<file path="src/rtl/hls_macc_seq_ctrl.sv">
// Sequencer/collector around hls_macc_0_obf: runs N back-to-back invocations per command and
// queues results in a FWFT FIFO. Define MACC_SEQ_PERF_EN to add RUN-cycle/invocation counters.
module hls_macc_seq_ctrl #(
  parameter int                DATA_W      = 32,
  parameter int                DEPTH       = 4,
  parameter int                TIMEOUT_CYC = 64,
  parameter logic [DATA_W-1:0] OUT30_INIT  = '0
) (
  input  logic              ap_clk,
  input  logic              ap_rst,
  input  logic              cmd_valid,
  output logic              cmd_ready,
  input  logic [15:0]       cmd_count,
  input  logic              cmd_acc_clear,
  input  logic              err_clear,
  output logic              macc_ap_start,
  input  logic              macc_ap_done,
  input  logic              macc_ap_ready,
  input  logic              macc_ap_idle,
  output logic [DATA_W-1:0] macc_out30_i,
  input  logic [DATA_W-1:0] macc_out13,
  input  logic [DATA_W-1:0] macc_out30_o,
  input  logic [DATA_W-1:0] macc_out31,
  input  logic              macc_out13_ap_vld,
  input  logic              macc_out30_o_ap_vld,
  input  logic              macc_out31_ap_vld,
  output logic              res_valid,
  input  logic              res_ready,
  output logic [DATA_W-1:0] res_out13,
  output logic [DATA_W-1:0] res_out30,
  output logic [DATA_W-1:0] res_out31,
  output logic              busy,
  output logic              cmd_done,
  output logic              err_timeout,
  output logic              err_vld,
`ifdef MACC_SEQ_PERF_EN
  output logic [31:0]       perf_run_cycles,
  output logic [31:0]       perf_invocations,
`endif
  output logic              err_stray
);

  localparam int AW  = $clog2(DEPTH);
  localparam int CW  = AW + 1;
  localparam int WDW = $clog2(TIMEOUT_CYC + 1);
  localparam logic [CW-1:0]  DEPTH_C = CW'(DEPTH);
  localparam logic [WDW-1:0] TO_C    = WDW'(TIMEOUT_CYC);

  typedef enum logic [1:0] {S_IDLE, S_LAUNCH, S_RUN, S_ERR} state_t;

  state_t            r_state, w_stateNext;
  logic [DATA_W-1:0] r_acc;
  logic [15:0]       r_remaining;
  logic [WDW-1:0]    r_wdog;
  logic [WDW-1:0]    w_wdogInc;
  logic              r_cmdDone, r_errVld, r_errStray;
  logic [DATA_W-1:0] r_mem13 [DEPTH];
  logic [DATA_W-1:0] r_mem30 [DEPTH];
  logic [DATA_W-1:0] r_mem31 [DEPTH];
  logic [AW-1:0]     r_wrPtr, r_rdPtr;
  logic [CW-1:0]     r_count;
  logic              w_fire, w_push, w_pop, w_notEmpty, w_allVld, w_stray;
  logic              w_unusedIdle;

  assign w_unusedIdle = macc_ap_idle;
  assign w_fire       = macc_ap_done & macc_ap_ready;
  assign w_allVld     = macc_out13_ap_vld & macc_out30_o_ap_vld & macc_out31_ap_vld;
  assign w_stray      = (r_state != S_RUN) &
                        (macc_ap_done | macc_out13_ap_vld | macc_out30_o_ap_vld | macc_out31_ap_vld);
  assign w_push       = (r_state == S_RUN) & w_fire;
  assign w_notEmpty   = (r_count != '0);
  assign w_pop        = w_notEmpty & res_ready;
  assign w_wdogInc    = r_wdog + WDW'(1);

  always_ff @(posedge ap_clk or posedge ap_rst) begin
    if (ap_rst) r_state <= S_IDLE;
    else        r_state <= w_stateNext;
  end

  // Done takes priority over the watchdog in the same cycle.
  always_comb begin
    w_stateNext   = r_state;
    cmd_ready     = 1'b0;
    busy          = 1'b1;
    macc_ap_start = 1'b0;
    err_timeout   = 1'b0;
    case (r_state)
      S_IDLE: begin
        cmd_ready = 1'b1;
        busy      = 1'b0;
        if (cmd_valid && cmd_count != 16'd0) w_stateNext = S_LAUNCH;
      end
      S_LAUNCH: begin
        if (r_count < DEPTH_C) w_stateNext = S_RUN;
      end
      S_RUN: begin
        macc_ap_start = 1'b1;
        if (w_fire)                 w_stateNext = (r_remaining == 16'd1) ? S_IDLE : S_LAUNCH;
        else if (w_wdogInc == TO_C) w_stateNext = S_ERR;
      end
      S_ERR: begin
        err_timeout = 1'b1;
        if (err_clear) w_stateNext = S_IDLE;
      end
      default: w_stateNext = S_IDLE;
    endcase
  end

  always_ff @(posedge ap_clk or posedge ap_rst) begin
    if (ap_rst) begin
      r_acc       <= OUT30_INIT;
      r_remaining <= '0;
      r_wdog      <= '0;
      r_cmdDone   <= 1'b0;
      r_errVld    <= 1'b0;
      r_errStray  <= 1'b0;
    end else begin
      r_cmdDone <= 1'b0;
      case (r_state)
        S_IDLE: begin
          if (cmd_valid) begin
            r_remaining <= cmd_count;
            if (cmd_acc_clear)       r_acc     <= OUT30_INIT;
            if (cmd_count == 16'd0)  r_cmdDone <= 1'b1;
          end
        end
        S_LAUNCH: r_wdog <= '0;
        S_RUN: begin
          if (w_fire) begin
            r_acc       <= macc_out30_o;
            r_remaining <= r_remaining - 16'd1;
            if (r_remaining == 16'd1) r_cmdDone <= 1'b1;
          end else begin
            r_wdog <= w_wdogInc;
          end
        end
        S_ERR: if (err_clear) r_remaining <= '0;
        default: ;
      endcase
      if (err_clear)               r_errVld <= 1'b0;
      else if (w_push && !w_allVld) r_errVld <= 1'b1;
      if (err_clear)    r_errStray <= 1'b0;
      else if (w_stray) r_errStray <= 1'b1;
    end
  end

  // Storage needs no reset; the head is masked to zero while empty.
  always_ff @(posedge ap_clk) begin
    if (w_push) begin
      r_mem13[r_wrPtr] <= macc_out13;
      r_mem30[r_wrPtr] <= macc_out30_o;
      r_mem31[r_wrPtr] <= macc_out31;
    end
  end

  always_ff @(posedge ap_clk or posedge ap_rst) begin
    if (ap_rst) begin
      r_wrPtr <= '0;
      r_rdPtr <= '0;
      r_count <= '0;
    end else begin
      if (w_push) r_wrPtr <= r_wrPtr + AW'(1);
      if (w_pop)  r_rdPtr <= r_rdPtr + AW'(1);
      case ({w_push, w_pop})
        2'b10:   r_count <= r_count + CW'(1);
        2'b01:   r_count <= r_count - CW'(1);
        default: r_count <= r_count;
      endcase
    end
  end

`ifdef MACC_SEQ_PERF_EN
  logic [31:0] r_perfRun, r_perfInv;

  always_ff @(posedge ap_clk or posedge ap_rst) begin
    if (ap_rst) begin
      r_perfRun <= '0;
      r_perfInv <= '0;
    end else begin
      if (r_state == S_RUN && r_perfRun != '1) r_perfRun <= r_perfRun + 32'd1;
      if (w_push && r_perfInv != '1)           r_perfInv <= r_perfInv + 32'd1;
    end
  end

  assign perf_run_cycles  = r_perfRun;
  assign perf_invocations = r_perfInv;
`endif

  assign macc_out30_i = r_acc;
  assign res_valid    = w_notEmpty;
  assign res_out13    = w_notEmpty ? r_mem13[r_rdPtr] : '0;
  assign res_out30    = w_notEmpty ? r_mem30[r_rdPtr] : '0;
  assign res_out31    = w_notEmpty ? r_mem31[r_rdPtr] : '0;
  assign cmd_done     = r_cmdDone;
  assign err_vld      = r_errVld;
  assign err_stray    = r_errStray;

endmodule

</file>
<file path="config.mk">
export PLATFORM = sky130hd
export DESIGN_NAME = hls_macc_seq_ctrl
export DESIGN_NICKNAME = d
export VERILOG_FILES = /design/src/rtl/hls_macc_seq_ctrl.sv
export SDC_FILE = /design/constraint.sdc
export NUM_CORES = 1
export LEC_CHECK = 0
export CAP_MARGIN = 20
export CORE_MARGIN = 4
export CORE_UTILIZATION = 58
export CTS_CLUSTER_DIAMETER = 60
export DETAILED_ROUTE_END_ITERATION = 12
export HOLD_SLACK_MARGIN = 0.02
export PLACE_DENSITY = 0.84
export SETUP_SLACK_MARGIN = 0.02
export SYNTH_ARGS = -nofsm -noshare
export SYNTH_HDL_FRONTEND = slang
export SYNTH_SLANG_ARGS = --single-unit
</file>
<file path="constraint.sdc">
create_clock -name ap_clk -period 6.35 [get_ports ap_clk]
set_input_delay 1.27 -clock ap_clk [delete_from_list [all_inputs] [get_ports ap_clk]]
set_output_delay 1.27 -clock ap_clk [all_outputs]
set_load 0.01 [all_outputs]
</file>
==> impl_metrics.py <==
metrics = {
    "floorplanning": {
        "rows": 63,
        "io_pins": 260,
        "die_w_um": 183,
        "die_h_um": 183,
        "coreArea_um2": 30000,
        "dieArea_um2": 33700,
        "initial_utilization": 0.595,
    },
    "sta": {
        "final.setup_skew_ns": 0.0129,
        "setup_slack_ns": 1.80,
        "rsz0062_at_grt": "false",
        "min_period_ns": 4.55,
        "worst_pin_slew_ns": 1.06,
        "setup_violations": 0,
        "maxSlewViolCount": 0,
        "finalSetupTns_ns": 0,
        "fin_crit_sh": 0.717,
        "finalHoldViolations": 0,
        "slew_headroom": 0.292,
        "fmax_ghz": 0.220,
    },
    "yosys": {
        "yosys_warnings": 0,
        "yosys.area.top_type": "edfxtp_1",
        "syn_nets": 1112,
        "ys.flop_type": "edfxtp_1",
        "ys_ff_latch": 451,
        "synth_area_leaders": "edfxtp_1 65%, mux4_2 12%, dfrtp_1 9.4%",
        "syn_avg_cell_area_um2": 18.2,
        "yosysTopAreaCellShare": 0.646,
        "async_flop_share": 0.149,
        "yosysUniqueCellTypes": 59,
        "synth_edf_count": 384,
        "ys_seq_area_frac": 0.740,
        "syn_area_um2": 17900,
        "syn_inst": 979,
    },
    "clock_network": {
        "clock_path_buffers": 3,
        "postCtsSetupBuffers": 0,
        "cts_root_buf": "clkbuf_16",
        "cts-resized-gates": 0,
        "cts_tree": "done",
        "htreeDepth": 2,
        "cts_sinks": 451,
        "cts_buffers": 46,
        "clkLatencyLatePin_ns": 0.54,
        "cts.clk_slew.worst_paths_ns": 0.06,
        "holdBufCountCts": 0,
    },
    "setup_path": {
        "cp_max_fo": 43,
        "r2r-end": "r_wdog[4]",
        "crit_path_end_kind": "primary output",
        "r2r_start": "r_state[1]",
        "crit_chain": "nand2b_1 > inv_2 > clkdlybuf4s50_1",
        "critPathTopFamily": "buffers and inverters",
        "rrSetupSlack_ns": 3.44,
        "slowest_delay_ns": 0.86,
        "cp_num_buf_inv": 2,
        "arrival_ns": 3.28,
        "crit_start": "r_state[1]",
        "cp-start-kind": "register",
        "critPathRequiredTime_ns": 5.08,
        "crit_type": "reg2out",
        "slowest_stage": "inv_2",
        "rr_worst_depth": 5,
    },
    "route": {
        "post-route-drc-count": 0,
        "dr.pass1.iters": 5,
        "via_per_inst": 5.90,
        "vias": 9871,
        "antenna_left": 0,
        "wl_per_cell_um": 23.5,
        "drtIter0Drc": 828,
        "wl_um": 39400,
    },
    "cells_and_area": {
        "area_delta_synth_final_pct": 25.5,
        "nets": 1382,
        "multi_input_area_um2": 4260,
        "drive_above_1_share": 0.156,
        "final_cell_mix": "384 x edfxtp_1, 258 x clkdlybuf4s50_1, 99 x and2_1, 96 x mux4_2, 65 x dfrtp_1",
        "nFillCells": 1676,
        "final_common_cell": "edfxtp_1",
        "final_core_util": 0.746,
        "seq_area_um2": 13200,
    },
    "placed_design": {
        "hpwl_um": 23300,
        "portBuffers": 258,
        "post-place-ws_ns": 2.26,
        "place_congestion": 0.835,
    },
    "global_routing": {
        "grt_pass1_wl_um": 60800,
        "grt-ovfl-total": 0,
        "grt_max_degree": 59,
        "grt_pass1_vias": 10400,
        "antenna_found_initial": 2,
        "grt_use_total": 0.236,
    },
    "worst_hold_path": {
        "min-delay-start": "r_wdog[6]",
        "hold_path_depth": 1,
        "whs_endpoint": "r_wdog[6]",
        "hold_path.class": "reg2reg",
    },
    "pwr": {
        "p_per_area_nw_per_um2": 445,
        "vdd_drop_max_mv": 0.285,
        "p_leak_nw": 7.59,
    },
    "status": {
        "status": "finished clean",
    },
    "flow_run": {
        "cap_violations": 0,
    },
}
[registers in the layout, indices dropped and copies added, names as in the netlist, 2 cells and up]
name / count
r_mem30: 128
r_wdog: 7
macc_out30_i: 32
r_rdPtr: 2
r_count: 3
r_state: 2
r_mem31: 128
r_remaining: 16
r_wrPtr: 2
r_mem13: 128
[area by class of cell]
cell class,instances,share of cell area
sequential,451,0.590
multi-input combinational,428,0.190
timing repair buffer,273,0.121
clock buffer,59,0.0563
tap,390,0.0218
clock inverter,22,0.0126
inverter,49,0.00821
antenna,2,0.000223
[stage by stage]
stage | std cells | power (mW) | hold WS [ns] | cell area [µm²]
6_report | 1674 | 9.97 | 0.499 | 22400
5_1_grt | 1673 | 10.5 | 0.530 | 22400
4_1_cts | 1672 | 10.1 | 0.500 | 22400
3_5_place_dp | 1591 | 7.30 | 0.494 | 20900
3_3_place_gp | 1591 | 7.23 | 0.481 | 20900
2_1_floorplan | 979 | 5.69 | 0.458 | 17900
[worst max path at each step]
stage,to,slack [ns],depth (start not counted)
global route,res_out31[1],1.60,4
detailed placement,r_mem13[1][17],2.26,4
floorplan,r_mem13[0][0],2.01,3
finish,macc_ap_start,1.80,3
CTS,res_out31[1],1.73,4
global placement,r_mem13[1][17],2.27,4
[logic make-up (layout without fill, tap and decap cells)]
family                   Yosys count  after routing  share of synthesized area
AO/OA/AOI/OAI                    106            106                     0.0365
flip-flops                       451            451                      0.740
adder cells (fa/ha/maj)            9              9                    0.00673
AND/OR/NAND/NOR                  205            205                     0.0671
other                              0              2                          0
XOR/XNOR                           7              7                    0.00343
multiplexers                     101            101                      0.124
buffers and inverters            100            403                     0.0226
[Yosys cell counts (3+ instances only)]
cell / number
edfxtp_1: 384
and2_1: 103
mux4_2: 96
dfrtp_1: 67
o21ai_1: 52
inv_1: 45
nand3_1: 38
clkbuf_1: 28
nand2_1: 18
buf_2: 17
a21oi_1: 11
nor2_1: 11
ha_1: 8
nor4_1: 7
o21ai_0: 6
nor3_1: 5
a22oi_1: 4
a31oi_1: 4
buf_1: 4
inv_2: 4
mux2i_1: 4
o211ai_1: 4
xnor2_1: 4
a22o_1: 3
a2bb2oi_1: 3
and3_1: 3
or3_1: 3
xor2_1: 3
[routing by layer]
metal | share of wire | global-route usage | vias to the layer above
met4 | 0.016 | 0.0527 | 2
met3 | 0.089 | 0.0534 | 53
met5 | 0.00018 | 0 | -
li1 | - | - | 4370
met1 | 0.40 | 0.327 | 5010
met2 | 0.50 | 0.393 | 436
[power by group]
group / switching (mW) / internal [mW] / total [mW]
Combinational: 1.55 / 1.90 / 3.45
Clock: 1.08 / 1.65 / 2.73
Sequential: 0.282 / 3.50 / 3.78
Total: 2.92 / 7.05 / 9.97
(Power assumes the default switching activity.)
==> patch 1, RTL diff (config.mk and constraints unchanged) <==
Put a register stage on the output `err_timeout`. The value now appears one clock later. The other outputs are not delayed to match.
--- a/src/rtl/hls_macc_seq_ctrl.sv
+++ b/src/rtl/hls_macc_seq_ctrl.sv
@@ -49,4 +49,6 @@
   typedef enum logic [1:0] {S_IDLE, S_LAUNCH, S_RUN, S_ERR} state_t;
 
+  logic err_timeout_d;
+
   state_t            r_state, w_stateNext;
   logic [DATA_W-1:0] r_acc;
@@ -84,5 +86,5 @@
     busy          = 1'b1;
     macc_ap_start = 1'b0;
-    err_timeout   = 1'b0;
+    err_timeout_d = 1'b0;
     case (r_state)
       S_IDLE: begin
@@ -100,5 +102,5 @@
       end
       S_ERR: begin
-        err_timeout = 1'b1;
+        err_timeout_d = 1'b1;
         if (err_clear) w_stateNext = S_IDLE;
       end
@@ -196,4 +198,8 @@
   assign err_stray    = r_errStray;
 
+  always_ff @(posedge ap_clk) begin
+    err_timeout <= err_timeout_d;
+  end
+
 endmodule
 
Formal check against the unedited RTL: no difference found for any inputs over 4 cycles, from zero or initial values and one cycle with ap_rst high; that may be too few to reach the edited logic, so the function may still have changed.
==> patch 1 against the original RTL <==
- worst setup slack worse by 41 ps
- power down 0.23%
- clock skew up 8.7 ps
- wire length down 1.5%
- first-iteration DRC count up 6.4%
- combinational power about the same
- design area about the same
- synthesized area up 0.11%
- sequential cell count up 1
- critical endpoint is now res_out30[31]
- largest power group unchanged
==> patch 1: results (changes against the original RTL) <==
Placement
  • DP HPWL: 23.5 mm (+0.83%)
  • Place WS: 2260 ps (-2.37 ps)
  • GP Congestion: 0.832 (-0.45%)
  • Cells after DPL: 1597 (+0.38%)

Final layout
  • Non-filler cells, final: 1680 (+0.36%)
  • NumNets Final: 1380 (-0.14%)
  • Share of layout cells above drive strength 1: 15.8% (+0.16 points)
  • Regs by FF count: r_mem13: 128 flops, r_mem30: 128 flops, r_mem31: 128 flops
  • Fill count: 1776 (+6.0%)

Critical path
  • Setup slack, reg-to-reg: 3690 ps (+250 ps)
  • Biggest cell delay along the critical path: 900 ps (+40 ps)
  • Worst Reg-to-Reg Cells: 3 (-2)
  • Critical Path AT: 3320 ps (+40 ps)
  • Critical path fanouts, max: 65 (+51%)
  • Worst reg2reg endpoint: r_mem30[1][9]$_DFFE_PP_

Clock tree
  • Cts bufs inserted: 44 (-4.3%)

Pwr
  • Maximum VDD drop: 0.282 mV (-1.0%)
  • Leakage power total: 7.58 nW (about the same)

Logic synthesis
  • Yosys warning count: 0 (unchanged)
  • Netlist cell types: 60 (+1.7%)
  • Async S/R FF share, synth: 14.8% (-0.033 points)
  • Register area share after synthesis: 74.0% (about the same)
  • EDFF count, synth: 384 (unchanged)
  • Mapped Cells: 980 (+0.10%)
  • Post-synthesis net count: 1113 (+0.090%)
  • Synth area leaders: edfxtp_1 (65%), mux4_2 (12%), dfrtp_1 (9.4%)

Timing
  • Clock skew: 21.6 ps (+8.70 ps)
  • Final hold slack: 500 ps (+1.45 ps)
  • Slew @ Worst Pin: 931 ps (-132 ps)

Routing
  • Post-Route WL: 38.8 mm (-1.5%)
  • Vias per cell: 5.91 (+0.19%)
  • Drt pass-1 iters: 5 (unchanged)
  • DRC marker count from the first detailed-route iteration: 881 (+6.4%)

Global route
  • Vias in the first global route: 10354 (-0.82%)
  • First-pass GRT wire length: 60.2 mm (-1.1%)
  • All-Layer GR Usage: 23.3% (-0.33 points)
  • Pin count of the biggest net entering global routing: 68 (+15%)

Outcome
  • Status: finished clean
[patch 1: changes by cell type after synthesis]
cell | before | now
dfxtp_1 | 0 | 1
[patch 1: where the power goes]
group	switching (mW)	internal (mW)	total (mW)	leakage, nW
Sequential	0.304	3.51	3.81	4.34
Clock	1.07	1.62	2.70	0.739
Combinational	1.54	1.90	3.44	2.50
[patch 1: area by class of cell]
class / count / area (sq um) / share of cell area, %
multi-input combinational: 428 / 4260 / 19.0
clock inverter: 32 / 380 / 1.70
inverter: 49 / 184 / 0.821
sequential: 452 / 13200 / 59.0
clock buffer: 49 / 1140 / 5.09
timing repair buffer: 272 / 2710 / 12.1
tap: 396 / 495 / 2.21
antenna: 2 / 5.00 / 0.0223
[patch 1: stage by stage]
step	area, sq um	util [%]
floorplan	17900	-
global placement	20900	68.5
detailed placement	20900	68.5
CTS	22400	73.5
global route	22400	73.5
finish	22400	73.5
[patch 1: routing by layer]
metal  GRT usage [%]  part of all wire, %  vias up
met2            37.3                   49      426
met4            6.62                  2.5        2
met5               0                0.028        -
met3            5.84                  8.5       71
li1                -                    -     4382
met1            32.5                   40     5044
[patch 1: worst register-to-register path, stage by stage (launching register included)]
cell	delay (ps)
dfrtp_1	580
and4b_1	520
and2_4	690
buf_4	500
[patch 1: cells by family after synthesis]
kind of cell               count (synthesis)  share of synthesized area [%]
AOI/OAI and AO/OA                        106                           3.65
xor gates and xnor gates                   7                          0.343
adders and majority gates                  9                          0.672
buffers and inverters                    100                           2.26
DFF                                      452                           74.0
muxes                                    101                           12.4
and+or+nand+nor                          205                           6.70
==> patch 2, RTL diff (config.mk and constraints unchanged) <==
Without the edit above. Add a define of `MACC_SEQ_PERF_EN`.
--- a/src/rtl/hls_macc_seq_ctrl.sv
+++ b/src/rtl/hls_macc_seq_ctrl.sv
@@ -1,4 +1,6 @@
 // Sequencer/collector around hls_macc_0_obf: runs N back-to-back invocations per command and
 // queues results in a FWFT FIFO. Define MACC_SEQ_PERF_EN to add RUN-cycle/invocation counters.
+`define MACC_SEQ_PERF_EN
+
 module hls_macc_seq_ctrl #(
   parameter int                DATA_W      = 32,
Behaviour (old outputs only; new: perf_invocations and perf_run_cycles): unchanged (Yosys induction, for registers that start in step).
==> patch 2 against the original RTL <==
- clock skew barely moved
- power up 7.4%
- sequential cell count grew 64
- synthesized cell count grew 29%
- combinational power is essentially flat
- design area rose by 18%
- wire length up 18%
- sequential power grew 11%
- fmax up 1.7%
- first-iteration DRC count is 6.5% higher
- non-clock buffer count is 68 higher
- worst setup slack improved by 78 ps
- synthesized area grew 17%
==> patch 2: results (changes against the original RTL) <==
Outcome
  • Status: finished clean

Routing
  • Met2 wire len: 22.7 mm (+15%)
  • Vias per cell: 5.83 (-1.1%)
  • Met1 wire length: 18.5 mm (+18%)
  • Routed WL per cell: 22.1 um (-6.0%)

Pwr
  • Tot Pwr: 10.7 mW (+7.4%)
  • Maximum VDD drop: 0.341 mV (+20%)
  • Leakage power total: 9.33 nW (+23%)

Final layout
  • Fill count: 2163 (+29%)
  • Share of layout cells above drive strength 1: 14.0% (-1.6 points)
  • Count of non-CTS buffers in the layout: 341 (+25%)
  • N_diodes: 1 (-1)

Critical path
  • Worst Reg-to-Reg Cells: 7 (+2)
  • Biggest cell delay along the critical path: 890 ps (+30 ps)

Logic synthesis
  • Avg Cell Area, Syn: 16.5 sq um (-9.4%)
  • Async S/R FF share, synth: 25.4% (+11 points)
  • Post-synthesis mux area share: 10.7% (-1.7 points)
  • Synth area leaders: edfxtp_1 (55%), dfrtp_1 (16%), mux4_2 (10%)
  • Register area share after synthesis: 70.9% (-3.0 points)

Global route
  • Met3 GRT Util: 7.59% (+2.2 points)
  • GR Util met1: 32.7% (about the same)
  • Vias in the first global route: 12851 (+23%)
  • All-Layer GR Usage: 23.9% (+0.27 points)

Clock tree
  • Cts bufs inserted: 52 (+13%)
  • Worst-skew pair later-pin latency: 580 ps (+40 ps)
  • Clk sinks: 515 (+14%)

Timing
  • Slew @ Worst Pin: 980 ps (-82.0 ps)
  • Final hold slack: 482 ps (-16.4 ps)
  • Clock skew: 13.2 ps (+0.320 ps)
-- patch 2: cell types whose count changed after synthesis, sizes merged, moves of 13 or more --
cell    delta
nand2     +82
dfrtp     +64
nor2      +36
xnor2     +31
inv       -30
xor2      +29
nand4     +17
nor3      +14
o21ai     +14
and4      +13
clkbuf    +13
-- patch 2: worst paths after layout --
kind | startpoint | endpoint
setup / recovery | r_rdPtr[0]$_DFFE_PP0P_ | res_out31[5]
hold / removal | macc_out30_i[6]$_DFFE_PP0P_ | macc_out30_i[6]$_DFFE_PP0P_
setup reg to reg | r_state[0]$_DFFE_PP0P_ | perf_run_cycles[29]$_DFFE_PP0P_
hold reg to reg | macc_out30_i[6]$_DFFE_PP0P_ | macc_out30_i[6]$_DFFE_PP0P_
max in group asynchronous | ap_rst | macc_out30_i[26]$_DFFE_PP0P_
min in group asynchronous | ap_rst | perf_invocations[17]$_DFFE_PP0P_
